===== config.mk =====
export PLATFORM = sky130hd
export DESIGN_NAME = matrix_multiplication
export DESIGN_NICKNAME = d
export VERILOG_FILES = /design/src/rtl/matrix_mult_pkg.sv /design/src/rtl/matrix_mac_unit.sv /design/src/rtl/matrix_multiplication.sv
export SDC_FILE = /design/constraint.sdc
export NUM_CORES = 1
export LEC_CHECK = 0
export CORE_ASPECT_RATIO = 0.9
export CORE_MARGIN = 10
export CORE_UTILIZATION = 60
export CTS_CLUSTER_DIAMETER = 50
export DETAILED_ROUTE_END_ITERATION = 12
export DONT_BUFFER_PORTS = 1
export PLACE_DENSITY = 0.76
export SLEW_MARGIN = 5
export SYNTH_ARGS = -nofsm -noshare
export SYNTH_HDL_FRONTEND = slang
export SYNTH_SLANG_ARGS = --single-unit

===== constraint.sdc =====
create_clock -name clock -period 8.5 [get_ports clock]
set_input_delay 0.425 -clock clock [delete_from_list [all_inputs] [get_ports clock]]
set_output_delay 0.425 -clock clock [all_outputs]
set_load 0.02 [all_outputs]

===== src/rtl/matrix_mult_pkg.sv =====
// Shared constants, FSM state type and packed-bus element helpers for the
// 2x2 matrix multiplier.
package matrix_mult_pkg;

  localparam int ELEM_W    = 4;
  localparam int RES_W     = 8;
  localparam int DIM       = 2;
  localparam int MAC_STEPS = 8;
  localparam int OP_W      = DIM * DIM * ELEM_W;
  localparam int RES_BUS_W = DIM * DIM * RES_W;
  localparam int STEP_W    = $clog2(MAC_STEPS);

  typedef enum logic [2:0] {
    IDLE,
    LOAD,
    MAC,
    STORE,
    DONE
  } state_e;

  // Element (i,j) sits at flat index 2i+j.
  function automatic logic [ELEM_W-1:0] get_op_elem(input logic [OP_W-1:0] bus,
                                                     input logic i, input logic j);
    logic [1:0] e;
    e = {i, j};
    return bus[e*ELEM_W +: ELEM_W];
  endfunction

  function automatic logic [RES_W-1:0] get_res_elem(input logic [RES_BUS_W-1:0] bus,
                                                     input logic i, input logic j);
    logic [1:0] e;
    e = {i, j};
    return bus[e*RES_W +: RES_W];
  endfunction

endpackage


===== src/rtl/matrix_mac_unit.sv =====
// Combinational 4x4 multiply feeding an 8-bit accumulate; both wrap modulo 256.
module matrix_mac_unit
  import matrix_mult_pkg::*;
(
  input  logic [RES_W-1:0]  acc_in,
  input  logic [ELEM_W-1:0] a,
  input  logic [ELEM_W-1:0] b,
  output logic [RES_W-1:0]  acc_out
);

  logic [RES_W-1:0] prod;

  assign prod    = RES_W'(a) * RES_W'(b);
  assign acc_out = acc_in + prod;

endmodule


===== src/rtl/matrix_multiplication.sv =====
// Sequential 2x2 matrix multiplier: one shared MAC walks 8 steps, the result
// is published and the completion counter bumped 11 edges after start.
module matrix_multiplication
  import matrix_mult_pkg::*;
(
  input  logic                 clock,
  input  logic                 reset,
  input  logic [OP_W-1:0]      matrix_A,
  input  logic [OP_W-1:0]      matrix_B,
  input  logic                 start,
  output logic [RES_BUS_W-1:0] matrix_result,
  output logic [7:0]           matrix_count
);

  state_e                                state_q, state_d;
  logic [OP_W-1:0]                       a_q, a_d, b_q, b_d;
  logic [DIM*DIM-1:0][RES_W-1:0]         acc_q, acc_d;
  logic [STEP_W-1:0]                     step_q, step_d;
  logic [RES_BUS_W-1:0]                  res_int_q, res_int_d;
  logic [RES_BUS_W-1:0]                  result_q, result_d;
  logic [7:0]                            count_q, count_d;

  // Step k: element e = k>>1, term t = k&1; acc[e] += A[i][t] * B[t][j].
  logic [1:0]        elem;
  logic              term;
  logic [ELEM_W-1:0] mac_a, mac_b;
  logic [RES_W-1:0]  mac_out;

  assign elem  = step_q[STEP_W-1:1];
  assign term  = step_q[0];
  assign mac_a = get_op_elem(a_q, elem[1], term);
  assign mac_b = get_op_elem(b_q, term, elem[0]);

  matrix_mac_unit u_mac (
    .acc_in (acc_q[elem]),
    .a      (mac_a),
    .b      (mac_b),
    .acc_out(mac_out)
  );

  always_comb begin
    state_d   = state_q;
    a_d       = a_q;
    b_d       = b_q;
    acc_d     = acc_q;
    step_d    = step_q;
    res_int_d = res_int_q;
    result_d  = result_q;
    count_d   = count_q;
    case (state_q)
      IDLE: begin
        if (start) state_d = LOAD;
      end
      LOAD: begin
        a_d     = matrix_A;
        b_d     = matrix_B;
        acc_d   = '0;
        step_d  = '0;
        state_d = MAC;
      end
      MAC: begin
        acc_d[elem] = mac_out;
        step_d      = step_q + 1'b1;
        if (step_q == STEP_W'(MAC_STEPS - 1)) state_d = STORE;
      end
      STORE: begin
        res_int_d = acc_q;
        state_d   = DONE;
      end
      DONE: begin
        result_d = res_int_q;
        count_d  = count_q + 8'd1;
        state_d  = IDLE;
      end
      default: state_d = IDLE;
    endcase
  end

  always_ff @(posedge clock) begin
    if (reset) begin
      state_q   <= IDLE;
      a_q       <= '0;
      b_q       <= '0;
      acc_q     <= '0;
      step_q    <= '0;
      res_int_q <= '0;
      result_q  <= '0;
      count_q   <= '0;
    end else begin
      state_q   <= state_d;
      a_q       <= a_d;
      b_q       <= b_d;
      acc_q     <= acc_d;
      step_q    <= step_d;
      res_int_q <= res_int_d;
      result_q  <= result_d;
      count_q   <= count_d;
    end
  end

  assign matrix_result = result_q;
  assign matrix_count  = count_q;

endmodule


==> results.md <==
* Status: finished, final reports clean
* Final WL at 15330 um
* Worst-Margin Slew at 1.258 ns
* Max incr delay on CP at 0.87 ns
* Clock buffer depth at 2
* Fillers at 832
* CP max-delay cell: a2111oi_0
* Final Max Slew Viols at 0
* Kind of end point of the critical path: register
* Rows at 35
* Number of synthesized register bits at 142
* Fin Clk Skew at 0.007698 ns
* Setup slack after layout at 3.595 ns
* Yosys warns at 0
* H-tree levels at 4
* Starting DRT DRC Count at 608
* Gr usage total at 0.2061
* Clock transition at path regs at 0.06 ns
* Root buffer cell: clkbuf_16
* Residual DRC at 0
* Fin Setup TNS at 0 ns
* Die height at 117.5 um
* Die area at 0.01509 mm2
* Commonest non-fill, non-tap cell in the layout: nand2_1
* Max-cap violations at 0
* Post-route ant nets at 0
* Share of post-route cells with drive strength above 1 at 0.08033
* HP Class: input pin to register
* Synth Area per Inst at 8.538 um2
* Count of final hold-check violations at 0
* Post-CTS Setup Repair Bufs at 0
* Final core utilization at 0.6702
* Crit path buf inv count at 1
* Avg WL per Cell at 18.01 um
* Sequential area share after synthesis at 0.4481
* Unique masters post-synth at 50
* Inserted Diodes at 0
* Overall power at 1485 uW
* RSZ-0062 raised after global routing: no
* Cts hold-fix bufs at 0
* Routed vias at 5172
* Total CTS buffers at 17
* Initial core utilization at 0.6164
* DP HPWL at 10520 um
* Fmax at 203.9 MHz
* Gpl congestion at 0.9230
* CTS tree: built
* Vias per Instance at 6.078
* Resized cells post-CTS at 0
* Arr. time, crit path at 5.25 ns
* Final setup viols at 0
* Most numerous cell on the critical path: fa_1
* Critical Path RT at 8.84 ns
* DR pass1 iterations at 5
* R2R Setup Slk at 3.59 ns
* Worst VDD drop at 0.2921 mV
* CP Class: register to register
* Die width at 128.4 um
* # port buffers at 0
* Clk sinks at 142
* Syn Std Cell Area at 0.006344 mm2
* Startpoint Class: register
* Static leakage at 0.002495 uW
* Vias in the first global route at 4971
* Final nets at 773
* CP Max Fanout at 18
* Area growth syn-to-layout at 8.718%
* Cell family with most CP delay: adder cells
* Clk_lat worst skew at 0.41 ns
* Dpl ws at 3.690 ns
* Rel. slew slack at 0.1616
* Asr flop ratio synth at 0
* Worst-path cell chain: mux4_2 -> nand2_1 -> fa_1 -> fa_1 -> fa_1 -> inv_1 -> ha_1 -> o21a_1 -> a2111oi_0 -> o31ai_1 -> a21oi_1
* Initial antenna violation count at 0
* Pwr dens at 215.4 mW/mm2
* Synth Instances at 743
* Gr ovfl total at 0
* Synth Flop Type: dfxtp_1
* Core ar. at 0.01029 mm2
* I/O Pins at 75
* First-pass GRT wire length at 25630 um
* Clock period minus final worst setup slack at 4.905 ns
* Fin crit share at 0.5771
* Maximum number of pins on one net before global-route repair at 151
* Syn_nets at 805
* Post-synth EDFFs at 0
* Most frequent cells in the layout: 217 x nand2_1, 142 x dfxtp_1, 119 x a21oi_1
* Min Hold Slack at 0.08551 ns
area by class of cell:
cell class,count,area [um2],area share
Sequential cell,142,2843,0.4122
Inverter,18,67.56,0.009797
Multi-Input combinational cell,529,3213,0.4659
Clock inverter,13,163.9,0.02377
Clock buffer,17,425.4,0.06168
Timing Repair Buffer,3,22.52,0.003266
Tap cell,129,161.4,0.02340
power by group:
group	switching, uW	total [uW]	internal (uW)
Clock	286	745	460
Combinational	33.4	52.7	19.3
Sequential	11.4	687	676
worst register-to-register path, delay by kind of cell (launching register included):
family	cells	cell delay (ns)
fa+ha+maj	4	1.89
mux	1	0.47
compound gates	4	1.46
simple gates	1	0.12
buf+inv	1	0.04
flops	1	0.86
per-layer routing:
layer | up-vias | wire, um | GRT usage
met4 | 0 | 209 | 0.05696
li1 | 2468 | - | -
met2 | 174 | 7445 | 0.3274
met3 | 17 | 1015 | 0.05673
met1 | 2513 | 6658 | 0.2667
met5 | - | 0 | 0
registers in the layout, indices dropped and copies added, names as in the netlist:
| register | flops |
|---|---|
| a_q | 16 |
| acc_q | 32 |
| b_q | 16 |
| matrix_count | 8 |
| matrix_result | 32 |
| res_int_q | 32 |
| state_q | 3 |
| step_q | 3 |
kinds of logic after synthesis:
group,synth area share
AND/OR/NAND/NOR,0.2215
AO/OA/AOI/OAI,0.1381
flip-flops,0.4481
buffers and inverters,0.04694
adder cells (fa/ha/maj),0.06391
multiplexers,0.06647
XOR/XNOR,0.01499
worst paths after layout:
kind / startpoint / endpoint / cells after the start
setup reg to reg: step_q[2] / acc_q[6] / 11
hold reg to reg: res_int_q[24] / matrix_result[24] / 2
hold / removal: reset / b_q[2] / 1
setup / recovery: step_q[2] / acc_q[6] / 11
per-stage QoR:
step,std cells,instance area [um2]
6_report,851,6897
5_1_grt,851,6897
4_1_cts,851,6897
3_5_place_dp,821,6307
3_3_place_gp,821,6307
2_1_floorplan,743,6344
cell usage after synthesis, drive strengths merged, types with 5 or more instances:
master,number,share of area
a211o,5,0.0069
fa,9,0.028
xnor2,6,0.0095
inv,18,0.011
nor2,21,0.012
dfxtp,142,0.45
and2,13,0.013
nand3,32,0.025
a21oi,119,0.094
nand4,5,0.0049
ha,18,0.036
nand2,217,0.13
nor3b,8,0.0095
buf,14,0.013
clkbuf,40,0.024
nor3,6,0.0047
mux4,16,0.058
Power figures use the tool's default switching activity.
